===== config.mk =====
export PLATFORM = sky130hd
export DESIGN_NAME = vga_timing_gen_prog
export DESIGN_NICKNAME = d
export VERILOG_FILES = /design/src/rtl/vga_timing_gen_prog.sv
export SDC_FILE = /design/constraint.sdc
export NUM_CORES = 1
export LEC_CHECK = 0
export BUFFER_PORTS_ARGS = -buffer_cell sky130_fd_sc_hd__buf_2
export CAP_MARGIN = 20
export CORE_ASPECT_RATIO = 0.9
export CORE_MARGIN = 4
export CORE_UTILIZATION = 33
export CTS_CLUSTER_DIAMETER = 120
export DETAILED_ROUTE_END_ITERATION = 10
export SLEW_MARGIN = 20
export SYNTH_ARGS = -nofsm -noshare
export SYNTH_HDL_FRONTEND = slang
export SYNTH_SLANG_ARGS = --single-unit

===== constraint.sdc =====
create_clock -name clk -period 9.37 [get_ports clk]
set_clock_uncertainty 0.05 [all_clocks]
set_input_delay 1.874 -clock clk [delete_from_list [all_inputs] [get_ports clk]]
set_output_delay 1.874 -clock clk [all_outputs]
set_load 0.03 [all_outputs]

===== src/rtl/vga_timing_gen_prog.sv =====
// vga_timing_gen_prog
//   Runtime-programmable VGA/DVI timing generator. Free-running x/y counters
//   are decoded into sync, visible-area and line/frame strobes, then delayed
//   by PIPE_DELAY register stages so they line up with a pixel pipeline.
//   New timings are staged in a shadow set and only take effect at the end
//   of a frame, so a mode switch never produces a truncated line or frame.
//
// Ports
//   clk                      pixel clock
//   rst                      synchronous active-high reset
//   cfg_h_* / cfg_v_*        requested timing (res, front porch, sync, back porch)
//   cfg_hs_pol, cfg_vs_pol   requested sync polarity (1 = active-high pulse)
//   cfg_load                 strobe: capture all cfg_* inputs
//   cfg_pending              captured configuration waiting for the next wrap
//   cfg_err                  one-cycle pulse: last cfg_load was rejected
//   vga_hsync, vga_vsync     sync outputs
//   vga_x, vga_y             pixel coordinates
//   video_active             inside the visible area
//   line_start, frame_start  x == 0 / x == 0 and y == 0
//   frame_count              completed frames, wraps
module vga_timing_gen_prog #(
  parameter int          BITWIDTH   = 12,
  parameter int          PIPE_DELAY = 2,
  parameter int          FC_WIDTH   = 16,
  parameter int unsigned DEF_H_RES  = 640,
  parameter int unsigned DEF_H_FP   = 16,
  parameter int unsigned DEF_H_SYNC = 96,
  parameter int unsigned DEF_H_BP   = 48,
  parameter int unsigned DEF_V_RES  = 480,
  parameter int unsigned DEF_V_FP   = 10,
  parameter int unsigned DEF_V_SYNC = 2,
  parameter int unsigned DEF_V_BP   = 33,
  parameter bit          DEF_HS_POL = 1'b0,
  parameter bit          DEF_VS_POL = 1'b0
) (
  input  logic                clk,
  input  logic                rst,
  input  logic [BITWIDTH-1:0] cfg_h_res,
  input  logic [BITWIDTH-1:0] cfg_h_fp,
  input  logic [BITWIDTH-1:0] cfg_h_sync,
  input  logic [BITWIDTH-1:0] cfg_h_bp,
  input  logic [BITWIDTH-1:0] cfg_v_res,
  input  logic [BITWIDTH-1:0] cfg_v_fp,
  input  logic [BITWIDTH-1:0] cfg_v_sync,
  input  logic [BITWIDTH-1:0] cfg_v_bp,
  input  logic                cfg_hs_pol,
  input  logic                cfg_vs_pol,
  input  logic                cfg_load,
  output logic                cfg_pending,
  output logic                cfg_err,
  output logic                vga_hsync,
  output logic                vga_vsync,
  output logic [BITWIDTH-1:0] vga_x,
  output logic [BITWIDTH-1:0] vga_y,
  output logic                video_active,
  output logic                line_start,
  output logic                frame_start,
  output logic [FC_WIDTH-1:0] frame_count
);

  localparam int SW = BITWIDTH + 1;  // timing sums
  localparam int VW = BITWIDTH + 2;  // validation sums: four full-scale terms cannot overflow
  localparam logic [VW-1:0] TOTAL_LIMIT = VW'(1) << BITWIDTH;

  typedef struct packed {
    logic [BITWIDTH-1:0] h_res, h_fp, h_sync, h_bp;
    logic [BITWIDTH-1:0] v_res, v_fp, v_sync, v_bp;
    logic                hs_pol, vs_pol;
  } timing_t;

  typedef struct packed {
    logic                hsync, vsync, active, line_start, frame_start;
    logic [BITWIDTH-1:0] x, y;
  } tout_t;

  localparam timing_t DEF_SET = '{
    h_res: BITWIDTH'(DEF_H_RES), h_fp: BITWIDTH'(DEF_H_FP),
    h_sync: BITWIDTH'(DEF_H_SYNC), h_bp: BITWIDTH'(DEF_H_BP),
    v_res: BITWIDTH'(DEF_V_RES), v_fp: BITWIDTH'(DEF_V_FP),
    v_sync: BITWIDTH'(DEF_V_SYNC), v_bp: BITWIDTH'(DEF_V_BP),
    hs_pol: DEF_HS_POL, vs_pol: DEF_VS_POL};

  // Idle value of every delay stage: blank, syncs at their inactive level.
  localparam tout_t IDLE = '{hsync: ~DEF_HS_POL, vsync: ~DEF_VS_POL, active: 1'b0,
                             line_start: 1'b0, frame_start: 1'b0, x: '0, y: '0};

  timing_t act_q, act_d, shadow_q, shadow_d, cfg_in;
  logic [BITWIDTH-1:0] x_q, x_d, y_q, y_d;
  logic                pending_q, pending_d, err_q;
  logic [FC_WIDTH-1:0] fc_q;

  // Active-set derived timing points.
  logic [SW-1:0] h_ss, h_se, h_max, v_ss, v_se, v_max;
  assign h_ss  = SW'(act_q.h_res) + SW'(act_q.h_fp);
  assign h_se  = h_ss + SW'(act_q.h_sync);
  assign h_max = h_se + SW'(act_q.h_bp);
  assign v_ss  = SW'(act_q.v_res) + SW'(act_q.v_fp);
  assign v_se  = v_ss + SW'(act_q.v_sync);
  assign v_max = v_se + SW'(act_q.v_bp);

  logic x_end, y_end, wrap;
  assign x_end = ({1'b0, x_q} == h_max - SW'(1));
  assign y_end = ({1'b0, y_q} == v_max - SW'(1));
  assign wrap  = x_end && y_end;

  // Request validation.
  assign cfg_in = '{h_res: cfg_h_res, h_fp: cfg_h_fp, h_sync: cfg_h_sync, h_bp: cfg_h_bp,
                    v_res: cfg_v_res, v_fp: cfg_v_fp, v_sync: cfg_v_sync, v_bp: cfg_v_bp,
                    hs_pol: cfg_hs_pol, vs_pol: cfg_vs_pol};

  logic [VW-1:0] cfg_h_tot, cfg_v_tot;
  logic          cfg_valid, load_ok;
  assign cfg_h_tot = VW'(cfg_h_res) + VW'(cfg_h_fp) + VW'(cfg_h_sync) + VW'(cfg_h_bp);
  assign cfg_v_tot = VW'(cfg_v_res) + VW'(cfg_v_fp) + VW'(cfg_v_sync) + VW'(cfg_v_bp);
  assign cfg_valid = (cfg_h_res != '0) && (cfg_h_sync != '0) &&
                     (cfg_v_res != '0) && (cfg_v_sync != '0) &&
                     (cfg_h_tot <= TOTAL_LIMIT) && (cfg_v_tot <= TOTAL_LIMIT);
  assign load_ok   = cfg_load && cfg_valid;

  always_comb begin
    x_d       = x_q + BITWIDTH'(1);
    y_d       = y_q;
    act_d     = act_q;
    shadow_d  = shadow_q;
    pending_d = pending_q;
    if (x_end) begin
      x_d = '0;
      y_d = y_end ? '0 : y_q + BITWIDTH'(1);
    end
    // The shadow being applied is the one held before this cycle, so a load
    // landing on the wrap itself is kept pending for the following wrap.
    if (wrap && pending_q) begin
      act_d = shadow_q;
    end
    if (load_ok) begin
      shadow_d  = cfg_in;
      pending_d = 1'b1;
    end else if (wrap) begin
      pending_d = 1'b0;
    end
  end

  always_ff @(posedge clk) begin
    if (rst) begin
      x_q       <= '0;
      y_q       <= '0;
      act_q     <= DEF_SET;
      shadow_q  <= DEF_SET;
      pending_q <= 1'b0;
      err_q     <= 1'b0;
      fc_q      <= '0;
    end else begin
      x_q       <= x_d;
      y_q       <= y_d;
      act_q     <= act_d;
      shadow_q  <= shadow_d;
      pending_q <= pending_d;
      err_q     <= cfg_load && !cfg_valid;
      fc_q      <= wrap ? fc_q + FC_WIDTH'(1) : fc_q;
    end
  end

  // Stage-0 decode of the counters.
  logic  in_hpulse, in_vpulse;
  tout_t stage0, out_w;
  assign in_hpulse = ({1'b0, x_q} >= h_ss) && ({1'b0, x_q} < h_se);
  assign in_vpulse = ({1'b0, y_q} >= v_ss) && ({1'b0, y_q} < v_se);

  always_comb begin
    stage0.hsync       = act_q.hs_pol ? in_hpulse : !in_hpulse;
    stage0.vsync       = act_q.vs_pol ? in_vpulse : !in_vpulse;
    stage0.active      = (x_q < act_q.h_res) && (y_q < act_q.v_res);
    stage0.line_start  = (x_q == '0);
    stage0.frame_start = (x_q == '0) && (y_q == '0);
    stage0.x           = x_q;
    stage0.y           = y_q;
  end

  // All timing outputs travel as one bundle so they stay mutually aligned.
  generate
    if (PIPE_DELAY == 0) begin : g_nopipe
      assign out_w = stage0;
    end else begin : g_pipe
      tout_t pipe_q [PIPE_DELAY];
      always_ff @(posedge clk) begin
        if (rst) begin
          for (int i = 0; i < PIPE_DELAY; i++) pipe_q[i] <= IDLE;
        end else begin
          pipe_q[0] <= stage0;
          for (int i = 1; i < PIPE_DELAY; i++) pipe_q[i] <= pipe_q[i-1];
        end
      end
      assign out_w = pipe_q[PIPE_DELAY-1];
    end
  endgenerate

  assign vga_hsync    = out_w.hsync;
  assign vga_vsync    = out_w.vsync;
  assign video_active = out_w.active;
  assign line_start   = out_w.line_start;
  assign frame_start  = out_w.frame_start;
  assign vga_x        = out_w.x;
  assign vga_y        = out_w.y;
  assign cfg_pending  = pending_q;
  assign cfg_err      = err_q;
  assign frame_count  = fc_q;

endmodule


## Yosys cells after proc, flatten, opt, wreduce, memory -nomap -nowiden

Memory sizes are Yosys's and may differ from the RTL's.
Index checks and enable logic that the tools add are counted.

| cells by class | value |
|---|---|
| add/subtract/negate cells | 17 |
| $lt $le $gt $ge | 8 |
| equality and inequality tests | 2 |
| muxes and demuxes | 10 |
| bitwise logic cells | 2 |
| reduce and logical (&&, ||, !) cells | 24 |

Operators with widths:

| cell | number |
|---|---|
| 29-bit two-way mux | 2 |
| 12-bit by 12-bit adder with 13-bit output | 4 |
| 13-bit by 12-bit adder with 13-bit output | 4 |
| 12-bit nonzero test | 4 |
| 13-bit by 12-bit adder with 14-bit output | 2 |
| 14-bit by 12-bit adder with 14-bit output | 2 |
| 14-bit by 13-bit less-or-equal comparator with 1-bit output (second input constant) | 2 |
| 12-bit by 13-bit == test with 1-bit output | 2 |
| 12-bit by 13-bit greater-or-equal comparator with 1-bit output | 2 |
| 12-bit by 13-bit less-than comparator with 1-bit output | 2 |
| 13-bit by 1-bit subtractor with 13-bit output (second input constant) | 2 |
| 12-bit by 1-bit adder with 12-bit output (second input constant) | 2 |
| 12-bit zero test | 2 |
| 12-bit less-than comparator | 2 |
| 16-bit by 1-bit adder with 16-bit output (second input constant) | 1 |
| 1-bit logical AND | 13 |
| 12-bit two-way mux | 1 |
| 1-bit two-way mux | 7 |
| 1-bit zero test | 3 |
| 1-bit bitwise OR | 2 |
| 2-bit nonzero test | 1 |
| 2-bit OR reduction | 1 |

| storage, ports and cells | value |
|---|---|
| flip-flop bits (word level) | 238 |
| memory bits (writable) | 58 |
| bits of input ports | 101 |
| output and inout bits | 47 |
| word-level logic and storage cells | 89 |
| memories | 1 |

Memory list:

| name | words | width | read ports | clocked after memory_dff | wr ports | line | source |
|---|---|---|---|---|---|---|---|
| g_pipe.pipe_q | 2 | 29 | 2 | 0 | 2 | 184 | `tout_t pipe_q [PIPE_DELAY];` |

## Longest topological paths before layout

| depth | value |
|---|---|
| depth after elaboration | 8 |
| mapped depth | 30 |
| gate-level depth less buffers | 28 |

## Least setup slack after synthesis

Ideal clock, no wire load.

| timing | value |
|---|---|
| kind | reg2reg |
| from | register act_q[75] in the netlist's numbering |
| to | register y_q[3] |
| library setup time | 0.132 ns |
| arrival time | 5.921 ns |
| data required time | 9.188 ns |
| slack | 3.267 ns |
| stages on the path, launching flop included | 28 |
| path buffers | 2 |
| period minus slack after synthesis | 6.103 ns |
| cell sequence | dfxtp_1 -> ha_1 -> a21o_1 -> a21oi_1 -> o21bai_1 -> a21oi_1 -> nor2b_1 -> o21a_1 -> o31a_1 -> nor2_1 -> xnor2_1 -> ha_1 -> and3_1 -> a211o_1 -> xnor2_1 -> ha_1 -> inv_1 -> ha_1 -> xnor2_1 -> and3_1 -> a211o_1 -> or4b_1 -> or4_1 -> a21o_1 -> clkbuf_1 -> clkbuf_1 -> o31ai_1 -> a21oi_1 |

| on the way | value |
|---|---|
| word-level cells in the longest chain between the ends | 5 |

RTL lines:

| item | line | source |
|---|---|---|
| from (decl) | 87 | `timing_t act_q, act_d, shadow_q, shadow_d, cfg_in;` |
| from (signal assigned) | 155 | `act_q <= act_d;` |
| 12-bit by 12-bit adder with 13-bit output | 94 | `assign h_ss = SW'(act_q.h_res) + SW'(act_q.h_fp);` |
| 13-bit by 12-bit adder with 13-bit output | 95 | `assign h_se = h_ss + SW'(act_q.h_sync);` |
| 13-bit by 12-bit adder with 13-bit output | 96 | `assign h_max = h_se + SW'(act_q.h_bp);` |
| 13-bit by 1-bit subtractor with 13-bit output | 102 | `assign x_end = ({1'b0, x_q} == h_max - SW'(1));` |
| 12-bit by 13-bit == test with 1-bit output | 102 |  |
| to (signal assigned) | 154 | `y_q <= y_d;` |
| to (decl) | 88 | `logic [BITWIDTH-1:0] x_q, x_d, y_q, y_d;` |

Every way passes these cells.
A chain may end at the register's enable or synchronous reset.

## Worst setup path in the final report

| timing | value |
|---|---|
| from | register act_q[75] in the netlist's numbering |
| to | register act_q[12] in the netlist's numbering |

| on the way | value |
|---|---|
| word-level cells in the longest chain between the ends | 7 |

RTL lines:

| item | line | source |
|---|---|---|
| 12-bit by 12-bit adder with 13-bit output | 94 |  |
| 13-bit by 12-bit adder with 13-bit output | 95 |  |
| 13-bit by 12-bit adder with 13-bit output | 96 |  |
| 13-bit by 1-bit subtractor with 13-bit output | 102 |  |
| 12-bit by 13-bit == test with 1-bit output | 102 |  |
| 1-bit logical AND | 104 | `assign wrap = x_end && y_end;` |
| 1-bit logical AND | 132 | `if (wrap && pending_q) begin` |

Every way passes these cells.

==> summary by stage <==
STA
The maximum frequency from static timing analysis is roughly 140 MHz. The final number of hold-violating endpoints is 0. The final critical delay including setup and external delays is 7.165 ns. The relative slew slack is 29.04%.

The share of the clock period used by the worst path after layout is 76.47%. The smallest setup slack after layout is roughly 2.2 ns. The transition time of the tightest slew-check pin is 1.063 ns. The number of slew-limit violations in the final report is 0. The aggregate negative setup slack is 0 ns. Setup repair after global routing left no endpoint under its margin.

The final-report setup violation count is 0.

Finish
The filler cell count is 5848. The repair_antennas step left the layout with diodes totalling 0. The utilization of the core after routing is 37.17%. From synthesis to final layout, the design area changed by 11.06%. The leading cell type in the layout, fill and taps excluded is sky130_fd_sc_hd__dfxtp_1. In the layout the commonest cells are 295 x sky130_fd_sc_hd__dfxtp_1, 204 x sky130_fd_sc_hd__nor2_1, 189 x sky130_fd_sc_hd__ha_1, 150 x sky130_fd_sc_hd__a21oi_1, 147 x sky130_fd_sc_hd__inv_1. In the final design database the tool counted 2544 nets. The share of post-route cells with drive strength above 1 is 10.54%.

Critical path
The slowest stage of the critical path is the sky130_fd_sc_hd__buf_4 cell. The worst setup path is launched from a flip-flop. The critical setup path kind is reg2reg. The startpoint identified for the worst register-to-register timing path is act_q[75]$_SDFFE_PP0P_. The data required time at the worst endpoint is 9.83 ns.

The signal arrival time at the worst endpoint is about 7.6 ns. Setup slack on the worst reg-to-reg path comes out at 2.20 ns. Measured in cells, the most critical reg-to-reg path has a length of 27. The cell that appears most often on the critical path is sky130_fd_sc_hd__ha_1. The largest incremental delay on the critical path is ~0.75 ns.

The worst path buffer plus inverter count is 2. The cell family contributing the most delay on the critical path is compound AO/OA/AOI/OAI gates. Along the worst path, the maximum fanout reaches 82.

The worst reg2reg path endpoint is act_q[12]$_SDFFE_PP0P_. The capturing element type of the critical path is a flip-flop.

Pwr
The internal power summed over all cells is 2.236 mW. The sequential cell fraction of total power is 41.6%. The power share of the combinational group is 20.6%. The share of power burned in the clock network is 37.8%.

The analysis attributes to net switching a power of between 0.9 and 1 mW. The total power draw is 3.212 mW. The analysis attributes to cell leakage a power of 8.541 nW. Of the total power, the share spent switching nets is 30.38%. For this design the ratio of total power to cell area is 150.8 nW/um2. VDD sags by at most 127.6 uV.

Logic synthesis
The biggest area consumer among synthesized cells is sky130_fd_sc_hd__dfxtp_1. The number of instances in the synthesized netlist is 2148. In the synthesized netlist the async set-or-reset flop fraction comes to 0%. The share of the Yosys chip area taken by registers is between 30% and 40%. Synthesis instantiated 74 different standard cells from the library.

The synthesized design contains 0 enable-type register cells. For this run, the number of Yosys warnings is 0. The most instantiated flip-flop cell in the synthesis netlist is sky130_fd_sc_hd__dfxtp_1.

In this run the biggest area consumer among cell types represents between 30 and 40% of the synthesized area. The number of synthesized register bits is 296. The number of nets in the synthesized netlist is 2492. The synthesized netlist occupies a cell area of about 19000 um2.

Ranked by total cell area, the synthesized netlist is headed by sky130_fd_sc_hd__dfxtp_1 31%, sky130_fd_sc_hd__ha_1 12%, sky130_fd_sc_hd__mux2i_1 6.2%. The average instance area after synthesis is 8.931 um2.

Global routing
In the global route stage, met1 resource usage came out at between 20% and 30%. The global routing met3 resource utilization is slightly above 3%. The initial antenna violation count is 0. The via count of the first global-routing pass was 15700.

Entering global routing, the biggest net connects around 110 pins. The global-route wire length before repair is 87910 um. The routing layer with the top usage in global route is met1. For this run the aggregate overflow at the end of global routing stands at 0. Global routing used 25.87% of the available met2 tracks. Global routing used 17.48% of the available tracks.

Routing
The via-per-instance ratio is 5.323. For this block, the routed nets add up to 55310 um of wire. The initial detailed-routing violation count is 1041.

The number of vias in the routed layout is 15894. The remaining number of nets flagged by the antenna check after routing is 0. In the routed design, unresolved DRC markers number 0. The first-pass detailed-route iteration total is 6. The post-detailed-route wirelength per cell is 18.52 um.

Run status
The run finished with clean final reports.

Clocking
The count of instances resized after the clock tree is built is 0. The CTS clock-pin slew for the worst setup and hold paths is 0.07 ns. CTS built an H-tree with a depth of 1.

The post-CTS repair timing setup buffer count is 0. The number of CTS-inserted buffers is 31. The number of hold buffers added after CTS was 0. The root cell of the clock tree is sky130_fd_sc_hd__clkbuf_16. The clock reaches the later pin of the worst-skew pair after 0.59 ns. The clock sink count is 296. TritonCTS built the clock tree. The clock passes through at most 3 buffers.

Floorplanning
During I/O placement, the number of pins put on the boundary was 148. After floorplanning, the core was sized to cover about 57000 um2. Once the floorplan was initialized, standard cells occupied 33.47% of the core.

In this run the horizontal extent of the chip is 262.2 um. The die covers ~62000 um2. The placement row count is 83. In this run the vertical extent of the chip is roughly 240 um.

Placed design
The placement-stage worst setup slack is 2.252 ns. Port buffering added roughly 150 buffers. After legalization and detailed placement, the total HPWL measured 41390 um. The global placement routability congestion is 0.8358.

Min path
Counting instances, the worst hold path has a depth of 1. The worst hold path terminates at g_pipe.pipe_q[0][56]$_SDFF_PP1_. The worst hold path belongs to the class reg2reg. The launch instance of the worst min-delay path is g_pipe.pipe_q[0][27]$_SDFF_PP1_.

Run
The max-cap check violation count is 0.
-- cells in the mapped netlist (11+ instances only) --
master / instances
sky130_fd_sc_hd__o21bai_1: 11
sky130_fd_sc_hd__or3_1: 13
sky130_fd_sc_hd__buf_1: 12
sky130_fd_sc_hd__buf_4: 26
sky130_fd_sc_hd__clkbuf_1: 81
sky130_fd_sc_hd__nor4_1: 25
sky130_fd_sc_hd__xor2_1: 41
sky130_fd_sc_hd__and3_1: 18
sky130_fd_sc_hd__nand2_1: 62
sky130_fd_sc_hd__mux2i_1: 118
sky130_fd_sc_hd__xnor2_1: 57
sky130_fd_sc_hd__nand2b_1: 14
sky130_fd_sc_hd__nand4_1: 96
sky130_fd_sc_hd__nor3_1: 27
sky130_fd_sc_hd__o31ai_1: 88
sky130_fd_sc_hd__dfxtp_1: 296
sky130_fd_sc_hd__mux2_1: 13
sky130_fd_sc_hd__ha_1: 189
sky130_fd_sc_hd__o211ai_1: 12
sky130_fd_sc_hd__fa_1: 54
sky130_fd_sc_hd__o21a_1: 12
sky130_fd_sc_hd__nand3_1: 47
sky130_fd_sc_hd__o21ai_0: 42
sky130_fd_sc_hd__a21oi_1: 150
sky130_fd_sc_hd__a21o_1: 43
sky130_fd_sc_hd__nor2b_1: 70
sky130_fd_sc_hd__inv_1: 148
sky130_fd_sc_hd__buf_2: 14
sky130_fd_sc_hd__nor2_1: 204
-- sequential cells by signal, summed over array words and instances, names as in the netlist --
name,count
shadow_q,98
cfg_pending,1
cfg_err,1
g_pipe.pipe_q,58
frame_count,16
y_q,12
act_q,98
x_q,12
-- cell families after synthesis --
logic type	Yosys count	synth area share (%)
adder cells (fa/ha/maj)	243	17.96
AO/OA/AOI/OAI	456	15.73
flip-flops	296	30.89
buffers and inverters	291	6.646
XOR/XNOR	99	4.591
multiplexers	132	6.978
AND/OR/NAND/NOR	631	17.20
-- power by group through the flow --
| stage | logic [mW] | clock network, mW | registers, mW |
|---|---|---|---|
| final | 0.661 | 1.21 | 1.34 |
| after global routing | 0.737 | 1.29 | 1.34 |
| after CTS | 0.660 | 1.25 | 1.34 |
| after detailed placement | 0.656 | 0 | 1.36 |
| after global placement | 0.645 | 0 | 1.36 |
| after floorplan | 0.474 | 0 | 1.35 |
-- per-layer routing --
layer,part of all wire (%),wire (um)
met5,0,0
met4,2.1,1168
met3,6.1,3384
met2,42,23080
met1,50,27670
-- layout make-up --
cell class | instances | area, um2 | area share (%)
tap | 765 | 957.2 | 4.492
timing repair buffer | 161 | 882.1 | 4.140
multi-input combinational | 1561 | 12000 | 56.34
sequential | 296 | 5927 | 27.82
clock buffer | 41 | 853.3 | 4.005
clock inverter | 13 | 123.9 | 0.5814
inverter | 149 | 559.3 | 2.625
-- worst register-to-register path, cell delays in order, from the launching register on --
cell                        delay, ns
sky130_fd_sc_hd__dfxtp_1         0.33
sky130_fd_sc_hd__ha_1            0.29
sky130_fd_sc_hd__a21o_1          0.18
sky130_fd_sc_hd__a21oi_1         0.21
sky130_fd_sc_hd__o21bai_1        0.09
sky130_fd_sc_hd__a21oi_1         0.22
sky130_fd_sc_hd__nor2b_1         0.07
sky130_fd_sc_hd__o21a_1          0.19
sky130_fd_sc_hd__o31a_1          0.26
sky130_fd_sc_hd__nor2_1          0.18
sky130_fd_sc_hd__xnor2_1         0.15
sky130_fd_sc_hd__ha_1            0.29
sky130_fd_sc_hd__and3_1          0.20
sky130_fd_sc_hd__a211o_1         0.30
sky130_fd_sc_hd__xnor2_1         0.15
sky130_fd_sc_hd__ha_1            0.28
sky130_fd_sc_hd__inv_1           0.04
sky130_fd_sc_hd__ha_1            0.32
sky130_fd_sc_hd__xnor2_1         0.18
sky130_fd_sc_hd__and3_1          0.23
sky130_fd_sc_hd__a211o_1         0.31
sky130_fd_sc_hd__or4b_1          0.47
sky130_fd_sc_hd__nand3b_1        0.16
sky130_fd_sc_hd__or3_1           0.36
sky130_fd_sc_hd__a2111oi_4       0.32
sky130_fd_sc_hd__buf_4           0.75
sky130_fd_sc_hd__nand4_1         0.32
sky130_fd_sc_hd__a21oi_1         0.20
-- stage by stage --
step / instances / hold WS (ns) / instance area, um2
final: 2986 / 0.3681 / 21310
after floorplan: 2148 / 0.3395 / 19180
after detailed placement: 2931 / 0.3608 / 20300
after global routing: 2986 / 0.3943 / 21310
after global placement: 2931 / 0.3573 / 20300
after CTS: 2985 / 0.3751 / 21280
-- worst max path at each step --
stage	startpoint	to	slack, ns	cells past startpoint
6_report	act_q[75]$_SDFFE_PP0P_	act_q[12]$_SDFFE_PP0P_	2.20	27
3_5_place_dp	act_q[75]$_SDFFE_PP0P_	cfg_pending$_SDFFE_PP0P_	2.25	27
4_1_cts	act_q[75]$_SDFFE_PP0P_	act_q[97]$_SDFFE_PP0P_	2.21	27
2_1_floorplan	act_q[75]$_SDFFE_PP0P_	y_q[3]$_SDFFE_PP0N_	3.27	27
3_3_place_gp	act_q[75]$_SDFFE_PP0P_	cfg_pending$_SDFFE_PP0P_	2.27	27
5_1_grt	act_q[75]$_SDFFE_PP0P_	act_q[35]$_SDFFE_PP0P_	1.71	27
(Power assumes the default switching activity.)
